## src/rtl/sc_pkg.sv

```systemverilog
// Shared definitions for the stochastic Bernstein evaluator: FSM state
// encoding, maximal-length LFSR tap table and a popcount helper.
package sc_pkg;

  typedef enum logic [1:0] {
    ST_IDLE = 2'b00,
    ST_RUN  = 2'b01,
    ST_DONE = 2'b10
  } sc_state_e;

  localparam int LFSR_MIN_W = 4;
  localparam int LFSR_MAX_W = 16;

  // Feedback tap mask per register width. Bit i set means stage i feeds the
  // XOR that enters stage 0 on a left shift. Every entry is primitive, so the
  // register walks all 2^RW-1 non-zero states.
  function automatic logic [15:0] lfsr_taps(input int rw);
    logic [15:0] t;
    case (rw)
      4:       t = 16'h000C;
      5:       t = 16'h0014;
      6:       t = 16'h0030;
      7:       t = 16'h0060;
      8:       t = 16'h00B8;
      9:       t = 16'h0110;
      10:      t = 16'h0240;
      11:      t = 16'h0500;
      12:      t = 16'h0829;
      13:      t = 16'h100D;
      14:      t = 16'h2015;
      15:      t = 16'h6000;
      16:      t = 16'hD008;
      default: t = 16'h0000;
    endcase
    return t;
  endfunction

  // Number of set bits in a 32-bit word (callers zero-extend narrower vectors).
  function automatic logic [5:0] popcount(input logic [31:0] v);
    logic [5:0] c;
    c = 6'd0;
    for (int i = 0; i < 32; i++) begin
      c = c + {5'd0, v[i]};
    end
    return c;
  endfunction

endpackage

```

## src/rtl/sc_lfsr.sv

```systemverilog
// Fibonacci LFSR used as the random number source for the stochastic
// comparator. Never holds zero: reset and a zero seed both map to all-ones.
module sc_lfsr
  import sc_pkg::*;
#(
  parameter int RW = 8
) (
  input  logic          clk,
  input  logic          rst_n,
  input  logic          load,
  input  logic [RW-1:0] seed,
  input  logic          en,
  output logic [RW-1:0] q
);

  localparam logic [RW-1:0] TAPS = RW'(lfsr_taps(RW));

  logic [RW-1:0] q_r;
  logic [RW-1:0] nxt_s;
  logic          fb_s;

  // Feedback bit from the tapped stages and the shifted next state
  always_comb begin
    fb_s  = ^(q_r & TAPS);
    nxt_s = {q_r[RW-2:0], fb_s};
  end

  // State register: reload from seed (zero seed becomes all-ones) or step when enabled
  always_ff @(posedge clk or negedge rst_n) begin
    if (!rst_n) begin
      q_r <= {RW{1'b1}};
    end else if (load) begin
      q_r <= (seed == {RW{1'b0}}) ? {RW{1'b1}} : seed;
    end else if (en) begin
      q_r <= nxt_s;
    end
  end

  assign q = q_r;

endmodule

```

## src/rtl/sc_bernstein_eval.sv

```systemverilog
// Stochastic Bernstein polynomial evaluator. Each valid sample selects the
// coefficient indexed by the number of ones across the input bitstreams and
// compares it with an LFSR value to produce one output stochastic bit. A run
// consumes len samples and reports the count of output ones.
module sc_bernstein_eval
  import sc_pkg::*;
#(
  parameter int NIN   = 3,
  parameter int RW    = 8,
  parameter int LEN_W = 10
) (
  input  logic                       clk,
  input  logic                       rst_n,
  input  logic                       cfg_we,
  input  logic [$clog2(NIN+1)-1:0]   cfg_addr,
  input  logic [RW:0]                cfg_data,
  input  logic                       start,
  input  logic [RW-1:0]              seed,
  input  logic [LEN_W-1:0]           len,
  input  logic                       x_valid,
  input  logic [NIN-1:0]             x_bits,
  output logic                       busy,
  output logic                       z_valid,
  output logic                       z_bit,
  output logic                       done,
  output logic [LEN_W-1:0]           ones
);

  localparam int AW = $clog2(NIN+1);
  localparam logic [LEN_W-1:0] CNT_ZERO = {LEN_W{1'b0}};
  localparam logic [LEN_W-1:0] CNT_ONE  = {{(LEN_W-1){1'b0}}, 1'b1};
  localparam logic [LEN_W-1:0] CNT_MAX  = {LEN_W{1'b1}};

  sc_state_e        state_r;
  sc_state_e        state_n_s;
  logic [LEN_W-1:0] len_r;
  logic [LEN_W-1:0] cnt_r;
  logic [LEN_W-1:0] ones_r;
  logic [RW:0]      coef_r [0:NIN];

  // Snapshot of a coefficient overwritten in the same cycle as the start, so
  // the first sample of the run still sees the value that was in place.
  logic             pend_r;
  logic [AW-1:0]    pend_idx_r;
  logic [RW:0]      pend_val_r;

  logic             busy_r;
  logic             z_valid_r;
  logic             z_bit_r;
  logic             done_r;

  logic [RW-1:0]    lfsr_q_s;
  logic [AW-1:0]    k_s;
  logic [RW:0]      coef_sel_s;
  logic [RW:0]      pend_cap_s;
  logic             b_s;
  logic             start_ok_s;
  logic             consume_s;
  logic             last_s;
  logic             cfg_ok_s;

  sc_lfsr #(.RW(RW)) u_lfsr (
    .clk   (clk),
    .rst_n (rst_n),
    .load  (start_ok_s),
    .seed  (seed),
    .en    (consume_s),
    .q     (lfsr_q_s)
  );

  // Qualify control strobes against the current state
  always_comb begin
    start_ok_s = (state_r == ST_IDLE) && start;
    consume_s  = (state_r == ST_RUN) && x_valid;
    last_s     = (cnt_r == (len_r - CNT_ONE));
    cfg_ok_s   = (state_r == ST_IDLE) && cfg_we && (32'(cfg_addr) <= 32'(NIN));
  end

  // Coefficient select by popcount and the stochastic comparison
  always_comb begin
    k_s = AW'(popcount(32'(x_bits)));
    if (pend_r && (pend_idx_r == k_s)) begin
      coef_sel_s = pend_val_r;
    end else begin
      coef_sel_s = coef_r[k_s];
    end
    b_s = ({1'b0, lfsr_q_s} < coef_sel_s);
    if (cfg_ok_s) begin
      pend_cap_s = coef_r[cfg_addr];
    end else begin
      pend_cap_s = {(RW+1){1'b0}};
    end
  end

  // Next-state logic for the IDLE/RUN/DONE sequencer
  always_comb begin
    state_n_s = state_r;
    case (state_r)
      ST_IDLE: begin
        if (start) begin
          state_n_s = (len == CNT_ZERO) ? ST_DONE : ST_RUN;
        end else begin
          state_n_s = ST_IDLE;
        end
      end
      ST_RUN: begin
        if (x_valid && last_s) begin
          state_n_s = ST_DONE;
        end else begin
          state_n_s = ST_RUN;
        end
      end
      ST_DONE: state_n_s = ST_IDLE;
      default: state_n_s = ST_IDLE;
    endcase
  end

  // Run control: state, captured length, sample counter and saturating ones count
  always_ff @(posedge clk or negedge rst_n) begin
    if (!rst_n) begin
      state_r <= ST_IDLE;
      len_r   <= CNT_ZERO;
      cnt_r   <= CNT_ZERO;
      ones_r  <= CNT_ZERO;
    end else begin
      state_r <= state_n_s;
      if (start_ok_s) begin
        len_r  <= len;
        cnt_r  <= CNT_ZERO;
        ones_r <= CNT_ZERO;
      end else if (consume_s) begin
        cnt_r <= cnt_r + CNT_ONE;
        if (b_s && (ones_r != CNT_MAX)) begin
          ones_r <= ones_r + CNT_ONE;
        end
      end
    end
  end

  // Coefficient flop array, writable only while idle
  always_ff @(posedge clk or negedge rst_n) begin
    if (!rst_n) begin
      for (int i = 0; i <= NIN; i++) begin
        coef_r[i] <= {(RW+1){1'b0}};
      end
    end else if (cfg_ok_s) begin
      coef_r[cfg_addr] <= cfg_data;
    end
  end

  // Hold the pre-write coefficient for the first sample of a run started together with a write
  always_ff @(posedge clk or negedge rst_n) begin
    if (!rst_n) begin
      pend_r     <= 1'b0;
      pend_idx_r <= {AW{1'b0}};
      pend_val_r <= {(RW+1){1'b0}};
    end else if (start_ok_s) begin
      pend_r     <= cfg_ok_s;
      pend_idx_r <= cfg_addr;
      pend_val_r <= pend_cap_s;
    end else if (consume_s) begin
      pend_r <= 1'b0;
    end
  end

  // Registered outputs: output bit one cycle after its sample, busy/done from next state
  always_ff @(posedge clk or negedge rst_n) begin
    if (!rst_n) begin
      busy_r    <= 1'b0;
      z_valid_r <= 1'b0;
      z_bit_r   <= 1'b0;
      done_r    <= 1'b0;
    end else begin
      busy_r    <= (state_n_s == ST_RUN);
      z_valid_r <= consume_s;
      z_bit_r   <= consume_s & b_s;
      done_r    <= (state_n_s == ST_DONE);
    end
  end

  assign busy    = busy_r;
  assign z_valid = z_valid_r;
  assign z_bit   = z_bit_r;
  assign done    = done_r;
  assign ones    = ones_r;

endmodule

```

## config.mk

```make
export PLATFORM = sky130hd
export DESIGN_NAME = sc_bernstein_eval
export DESIGN_NICKNAME = d
export VERILOG_FILES = /design/src/rtl/sc_pkg.sv /design/src/rtl/sc_lfsr.sv /design/src/rtl/sc_bernstein_eval.sv
export SDC_FILE = /design/constraint.sdc
export NUM_CORES = 1
export LEC_CHECK = 0
export ABC_CLOCK_PERIOD_IN_PS = 3500
export CAP_MARGIN = 10
export CORE_MARGIN = 3
export CORE_UTILIZATION = 57
export CTS_CLUSTER_SIZE = 30
export DETAILED_ROUTE_END_ITERATION = 16
export PLACE_DENSITY_LB_ADDON = 0.15
export SLEW_MARGIN = 15
export SYNTH_ARGS = -nofsm -noshare
export SYNTH_HDL_FRONTEND = slang
export SYNTH_SLANG_ARGS = --single-unit
```

## constraint.sdc

```tcl
create_clock -name clk -period 3.5 [get_ports clk]
set_input_delay 0.7 -clock clk [delete_from_list [all_inputs] [get_ports clk]]
set_output_delay 0.7 -clock clk [all_outputs]
set_load 0.02 [all_outputs]
```

**After elaboration in Yosys (flattened, before gate mapping)**

Cells that the tools add are included.

- Flip-flop bits (word level): 92
- Latch bits: 0
- Memory bits (writable): 0
- Bits in read-only memories: 0
- Output and inout bits: 14
- Word-level logic and storage cells: 73
- Memories: 0

- Add/subtract/negate cells: 5
- $mul: 0
- Divide/modulo/power cells: 0
- Magnitude comparators: 4
- Equal/unequal tests: 6
- Shifts and indexed selects: 0
- Muxes and demuxes: 25
- Bitwise gates (word level): 3
- Reductions and logical operators: 14

Operators by type and width:

| cell | number |
|---|---|
| 2-to-1 mux 9 bit | 7 |
| 2-to-1 mux 10 bit | 5 |
| binary-select mux 9 bit (select 2 bit) | 2 |
| bitwise mux 36 bit | 1 |
| 2-to-1 mux 8 bit | 3 |
| adder 10 x 1 -> 10 bit, second input constant | 2 |
| demux 9 bit (select 2 bit) | 1 |
| equality test 10 bit | 1 |
| logical NOT 10 bit | 1 |
| != test 10 bit, second input constant | 1 |
| subtractor 10 x 1 -> 10 bit, second input constant | 1 |
| < comparator 8 x 9 -> 1 bit | 1 |
| logical NOT 8 bit | 1 |
| parity 8 bit | 1 |
| logical AND 1 bit | 7 |
| greater-or-equal comparator 3 bit, second input constant | 2 |
| 2-to-1 mux 2 bit | 3 |
| inverter 2 -> 3 bit | 2 |
| equality test 2 x 1 -> 1 bit, second input constant | 2 |
| case mux 2 bit (2 select lines) | 1 |
| nonzero test 2 bit | 2 |
| < comparator 3 x 1 -> 1 bit, second input constant | 1 |
| adder 1 x 1 -> 2 bit | 1 |
| adder 2 x 1 -> 2 bit | 1 |
| other kinds (6) | 7 |

**Longest topological paths before layout**

Gate-level depths: netlist of run 1.

- Depth after elaboration: 12
- Gate-level depth with buffers: 13
- Mapped depth without buffers: 11

**Hierarchy**

A second synthesis of run 1 with hierarchy kept.

- Cell total of the unflattened synthesis: 432
- Area, all modules: 4,996.0 µm²

Modules (own cells, without submodules):

| module | instances | cells an instance | area each (µm²) | sequential area each (µm²) |
|---|---|---|---|---|
| sc_bernstein_eval | 1 | 381 | 4,504.3 | 2,102.0 |
| sc_lfsr | 1 | 51 | 491.7 | 210.2 |

**Worst setup path before layout of run 1**

No wires, ideal clock.

- Kind: input -> register
- Start: input port x_bits[0]
- End: register ones_r[2] (netlist: ones[2])
- Arrival: 3,506 ps
- Required time: 3,374 ps
- Path slack: -132 ps
- Cell stages on the path: 12
- Path buffers: 2
- Path through: fa_1 -> buf_6 -> xnor2_2 -> nand3_1 -> mux2i_1 -> ha_1 -> a21oi_1 -> o22ai_1 -> a211oi_2 -> nor2_2 -> buf_6 -> o311a_1

- Word-level cells in the longest chain between the ends: 11
- Elaborated cells between the ends (all ways): 13
- Those cells by class: add/sub: 2; order compare: 1; eq/ne: 1; mux: 4; bitwise: 1; reduce/logical: 4

Ends and longest elaborated chain:

| item | line | source |
|---|---|---|
| start: declaration | sc_bernstein_eval.sv:21 | `input logic [NIN-1:0] x_bits,` |
| adder 1 x 1 -> 2 bit * | sc_pkg.sv:43 | `c = c + {5'd0, v[i]};` |
| adder 2 x 1 -> 2 bit * | sc_pkg.sv:43 |  |
| inverter 2 -> 3 bit (implied by the code) | sc_bernstein_eval.sv:85 | `coef_sel_s = coef_r[k_s];` |
| binary-select mux 9 bit (select 2 bit) | sc_bernstein_eval.sv:85 |  |
| 2-to-1 mux 9 bit (implied by the code) (2 in series) | sc_bernstein_eval.sv:85 |  |
| 2-to-1 mux 9 bit * | sc_bernstein_eval.sv:82 | `if (pend_r && (pend_idx_r == k_s)) begin` |
| < comparator 8 x 9 -> 1 bit * | sc_bernstein_eval.sv:87 | `b_s = ({1'b0, lfsr_q_s} < coef_sel_s);` |
| logical AND 1 bit * | sc_bernstein_eval.sv:133 | `if (b_s && (ones_r != CNT_MAX)) begin` |
| nonzero test 2 bit (no source line) * | -- |  |
| AND reduction 2 bit (no source line) * | -- |  |
| end signal: assignment | sc_bernstein_eval.sv:134 | `ones_r <= ones_r + CNT_ONE;` |
| end: declaration | sc_bernstein_eval.sv:38 | `logic [LEN_W-1:0] ones_r;` |

Every way passes the cells marked *; elsewhere a longest branch is shown, timed or not. The select of a mux whose other input is x is not followed.
A chain may end at the register's enable or synchronous reset.

**Final worst setup path of run 1**

- Start: input port x_bits[0]
- End: register ones_r[4] (netlist: ones[4])

The elaborated chain is that of the path after synthesis.

==> qor.log, run 1 <==
[run_status] outcome finished clean
[power] design internal power 2.80 mW
[critical_path] worst endpoint required time 3.79 ns
[global_routing] residual overflow from global routing 0
[logic_synthesis] Avg Synthesized Cell Area 11.3 sq um
[timing] final setup violating endpoints 0
[logic_synthesis] ranking of synthesized cells by instance count 84 x sky130_fd_sc_hd__dfrtp_1, 62 x sky130_fd_sc_hd__nand2_1, 36 x sky130_fd_sc_hd__mux2_2, 25 x sky130_fd_sc_hd__nor2_1, 18 x sky130_fd_sc_hd__mux4_2
[timing] total count of hold-check failures in the final report 0
[timing] Peak Freq 0.294 GHz
[clock_tree] total clock buffers created by CTS 9
[critical_path] category of cells accounting for the largest share of critical-path delay adder cells
[job] max-cap violations 0
[logic_synthesis] flops & latches, synth 92
[timing] worst-case clock skew 0.0122 ns
[global_routing] initial antenna violation count 0
[global_routing] pin count of the biggest net entering global routing 89
[timing] number of pins with negative max-slew slack in the final report 0
[routing] Initial DRC Count 146
[critical_path] chain of cells forming the critical path clkbuf_2, fa_2, buf_12, buf_4, mux4_2, mux2i_1, ha_1, o21ai_1, o21bai_2, a31oi_4, nor2_4, or3_1, a21oi_1
[critical_path] crit path capture type flop
[global_routing] via count of the first global-routing pass 3707
[power] clock share of power 18.5%
[logic_synthesis] biggest area consumer among synthesized cells sky130_fd_sc_hd__dfrtp_1
[final_layout] number of fill cells in the layout 601
[power] Peak VDD IR 0.000366 V
[final_layout] area growth from synthesis to final layout 21.4%
[critical_path] end of the worst register-to-register path ones[9]
[clock_tree] TritonCTS Sinks 92
[critical_path] Worst Path Max Fanout 7
[routing] number of detailed-routing iterations run before antenna repair 4
[timing] Period Utilization, post-route 97.3%
[final_layout] layout net count 552
[place] GP Congestion 0.862
[global_routing] total global routing track utilization 23.1%
[place] worst setup slack before clock tree synthesis -0.653 ns
[floorplanning] floorplan die area 9830 sq um
[critical_path] critical path buffer and inverter count 3
[timing] final setup slack of the worst path 0.0962 ns
[logic_synthesis] cells taking the most area after synthesis sky130_fd_sc_hd__dfrtp_1 42%, sky130_fd_sc_hd__mux2_2 8.2%, sky130_fd_sc_hd__mux4_2 8.2%
[logic_synthesis] synthesized instance count 436
[routing] routed vias 3700
[power] Switching Power 1.63 mW
[place] Cell Area, Placed 5680 sq um
[routing] Routed Wire Length 10.8 mm
[place] # port buffers 50
[critical_path] Worst path depth 13
[logic_synthesis] Post-synth ARST share 100%
[critical_path] origin of the critical flop-to-flop path pend_idx_r[1]
[floorplanning] placeable core area 8340 sq um
[floorplanning] Boundary Pins 51
[critical_path] launching element type of the critical path input port
[logic_synthesis] sequential-to-total area share from yosys stat 46.7%
[power] combinational share of power 40.4%
[final_layout] layout cells sized above 1 26.3%
[floorplanning] die outline height 99.2 um
[timing] Worst-Margin Slew 0.795 ns
[routing] count of unresolved DRC violations after routing 0
[critical_path] CP peak stage delay 0.64 ns
[power] post-layout power 4.43 mW
[logic_synthesis] netlist area before placement 4950 sq um
[clock_tree] total number of H-tree levels 3
[power] share of power burned in registers 41.1%
[place] hpwl dp 7.61 mm
[logic_synthesis] yosys synthesis warning count 0
[critical_path] arrival time at the worst endpoint 3.70 ns
[final_layout] final non-filler cell area 6000 sq um
[logic_synthesis] share of Yosys cell area claimed by the top area cell type 42.5%
[timing] RSZ-0062 raised after global routing false
[logic_synthesis] Synth cell types 56
[power] Static Leakage 2.66 nW
[routing] final routed wire length divided by cell count 17.5 um
[power] net switching share of the total power 36.7%
[clock_tree] clock transition at the registers of the reported paths 0.09 ns
[routing] via density per instance 6.03
[floorplanning] Die Wd 99.2 um
[logic_synthesis] main flop type after synthesis sky130_fd_sc_hd__dfrtp_1
[clock_tree] number of buffers on the longest clock path 2
[floorplanning] effective utilization at floorplan 59.3%
[global_routing] first-pass GRT wire length 18.3 mm
[logic_synthesis] most frequently used cell type in the post-synthesis netlist sky130_fd_sc_hd__dfrtp_1
[power] cell area power density 738 nW/um^2
[clock_tree] clock latency on the worst-skew pair 0.37 ns
[timing] worst rel slew slack 47.0%
[critical_path] worst reg2reg path depth 13
[logic_synthesis] EDFF count, synth 0
[critical_path] worst setup path category in -> reg
[clock_tree] clk root buf sky130_fd_sc_hd__clkbuf_8
[logic_synthesis] syn nets 484
[min_path] class of the worst hold path in -> async
[routing] post-detailed-route count of antenna-violating nets 0
[critical_path] CP max stage cell sky130_fd_sc_hd__fa_2
[final_layout] diode count 0
[timing] clock period minus final worst setup slack 3.40 ns
[clock_tree] clock tree from TritonCTS built
[floorplanning] number of rows in the core area 33
[critical_path] reg-to-reg slack, setup 0.83 ns
flip-flops by register name, summed over array words and instances (netlist names):
| name | flops |
|---|---|
| len_r | 10 |
| pend_idx_r | 2 |
| pend_val_r | 9 |
| pend_r | 1 |
| coef_r | 36 |
| z_bit | 1 |
| cnt_r | 10 |
| u_lfsr.q | 8 |
| ones | 10 |
| done | 1 |
| busy | 1 |
| state_r | 2 |
| z_valid | 1 |
worst max path at each step:
stage,from,endpoint,slack (ns)
finish,x_bits[0],ones[4],0.1
global route,x_bits[0],ones[4],0.008
CTS,x_bits[1],ones[4],0.002
detailed placement,x_bits[2],ones[4],-0.65
global placement,x_bits[2],ones[7],-0.60
floorplan,x_bits[2],ones[2],-0.03
power groups by stage:
stage | sequential (mW) | clock (mW) | combinational, mW
after floorplan | 1.75 | 0 | 1.21
after global placement | 1.81 | 0 | 1.61
after detailed placement | 1.83 | 0 | 1.66
after CTS | 1.81 | 0.835 | 1.75
after global routing | 1.87 | 0.870 | 1.98
final | 1.82 | 0.820 | 1.79
cell usage in the layout, fill, tap and decap left out, drive strengths merged, types with 2 or more instances in the layout:
cell type and count:
o41ai 3, o31ai 4, o21ai 14, nor3 5
and3 6, a22o 2, a32o 9, nand2 62
dfrtp 84, o31a 2, inv 10, xor2 13
xnor2 13, nand3 14, nand3b 2, mux2 36
a21oi 16, nor2 28, nand4 6, mux2i 9
dfstp 8, bufinv 2, clkbuf 14, clkinvlp 2
and4 2, mux4 18, and2 2, nor4 4
or3 7, ha 10, a31oi 8, clkdlybuf4s50 46
buf 28, o211ai 4, nand2b 2
timing repair:
item | CTS | global route
pin swaps | 12 | 14
endpoints found under the setup margin | 11 | 10
gates resized for setup | 11 | 14
setup buffers | 3 | 1
hold buffers | 0 | 0
gates cloned | 1 | 0
cell type report:
type	instances	area (sq um)	area share [%]
well taps	105	131	2.19
clock inverters	5	83.8	1.40
flip-flops and latches	92	2310	38.5
repair buffers	77	726	12.1
multi-input cells	314	2560	42.7
clock buffers	11	151	2.52
inverters	10	37.5	0.625
cell families (layout without fill, tap and decap cells):
group | after synthesis | count (layout) | synth area share [%]
and+or+nand+nor | 141 | 142 | 13.5
xor gates and xnor gates | 26 | 26 | 4.76
DFF | 92 | 92 | 46.7
buffers and inverters | 31 | 103 | 2.76
muxes | 63 | 63 | 18.2
adders and majority gates | 11 | 11 | 2.93
AOI/OAI and AO/OA | 72 | 72 | 11.1
stage by stage:
stage / hold WS [ns] / utilization (%) / std cells / setup TNS (ns)
finish: 0.368 / 72.0 / 614 / 0
global route: 0.407 / 72.0 / 614 / 0
CTS: 0.507 / 71.6 / 613 / 0
detailed placement: 0.486 / 68.1 / 593 / -6.56
global placement: 0.473 / 68.1 / 593 / -6.13
floorplan: 0.404 / - / 436 / -0.0627
routing by layer:
metal	routed length (um)	vias to the layer above	GRT usage [%]
met5	0	-	0
met4	155	0	7.67
met3	420	12	3.02
met2	5240	75	37.0
met1	4960	1876	32.8
li1	-	1737	-
Power figures use the tool's default switching activity.
==> run 2: changes to the inputs <==
--- a/config.mk
+++ b/config.mk
@@ -16,3 +16,4 @@
 export SYNTH_ARGS = -nofsm -noshare
 export SYNTH_HDL_FRONTEND = slang
 export SYNTH_SLANG_ARGS = --single-unit
+export TNS_END_PERCENT = 100
==> results of run 2 <==
The final DEF is identical to that of run 1; final timing and power are the same.
==> edit, RTL diff (flow settings as in run 1) <==
`RW` is set to 8 in 2 places; all go to 16.
--- a/src/rtl/sc_lfsr.sv
+++ b/src/rtl/sc_lfsr.sv
@@ -3,7 +3,7 @@
 module sc_lfsr
   import sc_pkg::*;
 #(
-  parameter int RW = 8
+  parameter int RW = 16
 ) (
   input  logic          clk,
   input  logic          rst_n,
--- a/src/rtl/sc_bernstein_eval.sv
+++ b/src/rtl/sc_bernstein_eval.sv
@@ -6,7 +6,7 @@
   import sc_pkg::*;
 #(
   parameter int NIN   = 3,
-  parameter int RW    = 8,
+  parameter int RW    = 16,
   parameter int LEN_W = 10
 ) (
   input  logic                       clk,
Ports: changed (resized cfg_data and seed); port bits go from 51 to 67. The function was not compared with the original's and may differ.
==> edit against run 1 <==
The run now ends with negative setup slack left. Fmax decreased by 10%. Via count increased by 49%. Clock power is 110% higher. Utilization increased by 2.9 points. Die area up 46%. Sequential cell count rose by 48. Power rose by 81%. Area after synthesis rose by 49%. Worst setup slack worse by 390 ps. Sequential power increased by 69%. Cell area up 54%. Cell count up 44%. Routed wire length is 69% higher. Critical path type unchanged. Highest routed layer unchanged.
==> edit: results (changes against run 1) <==
| Metric | Value |
|---|---|
| Reg2reg setup slack | `230 ps (-600 ps)` |
| Reg2Reg Depth | `15 (+2)` |
| Worst Slack Setup Final | `-291 ps (-387 ps)` |
| Flop pwr share | `0.384 (-0.027)` |
| WL met1 | `7.69 mm (+55%)` |
| Worst slew pin tran | `784 ps (-10.2 ps)` |
| CP startpoint | `x_bits[2]` |
| CP max FO | `6 (-1)` |
| First-pass GRT wire length | `30.1 mm (+65%)` |
| Failing checks | `negative setup slack` |
| Multi-input logic area | `3870 µm² (+51%)` |
| Synth Area in XOR/XNOR | `0.0343 (-0.0133)` |
| Flip-flop count of the largest register after layout | `68 (+89%)` |
| Number of fillers in the final layout | `842 (+40%)` |
| DRT Pass-1 Iters | `5 (+1)` |
| Final number of setup-violating endpoints | `10 (+10)` |
| Largest net degree at the start of global routing | `75 (-16%)` |
| CTS buffer count | `17 (+8)` |
| Non-clk buf share | `0.110 (-0.0110)` |
| Multi-input combinational cell count | `436 (+39%)` |
| Placer Congestion | `0.815 (-5.4%)` |
| Via density | `6.23 (+3.4%)` |
| Commonest cells post-synth | `dfrtp_1, nand2_1, mux2_2` |
| Ranking of synthesized cells by area | `dfrtp_1, mux4_2, mux2_2, dfstp_2, nand2_1` |
| Outcome | `complete, but fails checks` |
| P_seq | `0.00308 W (+69%)` |
| Register area share after synthesis | `0.478 (+0.0102)` |
| Share of cells above drive strength 1 | `0.305 (+0.0413)` |
| CP Data Arrival Time | `4130 ps (+430 ps)` |
| Switching pwr | `0.00276 W (+70%)` |
| Post-DP HPWL | `12.2 mm (+61%)` |
| Met1 Usage GRT | `0.342 (+0.0144)` |
| Synth Area in Compound Gates | `0.0826 (-0.0287)` |
==> edit: cell types whose count changed after synthesis, moves of 12 or more <==
| cell | run 1 | this run |
|---|---|---|
| mux2_1 | 0 | 12 |
| nor2_1 | 25 | 39 |
| dfrtp_1 | 84 | 124 |
| mux4_2 | 18 | 34 |
| mux2_2 | 36 | 56 |
| nand2_1 | 62 | 84 |
| a22o_1 | 2 | 17 |
==> edit: per-stage QoR <==
step,setup slack [ps],utilization,std cells,cell area [µm²]
2_1_floorplan,-457,-,611,7430
3_3_place_gp,-1070,0.682,846,8400
3_5_place_dp,-1250,0.682,846,8400
4_1_cts,-266,0.744,886,9160
5_1_grt,-415,0.749,887,9220
6_report,-291,0.749,887,9220
==> edit: how the worst max path moves through the flow <==
stage	endpoint	slack, ps	depth (start not counted)
2_1_floorplan	ones[5]	-460	13
3_3_place_gp	ones[5]	-1070	13
3_5_place_dp	ones[5]	-1250	13
4_1_cts	ones[9]	-270	15
5_1_grt	ones[9]	-420	15
6_report	ones[8]	-290	15
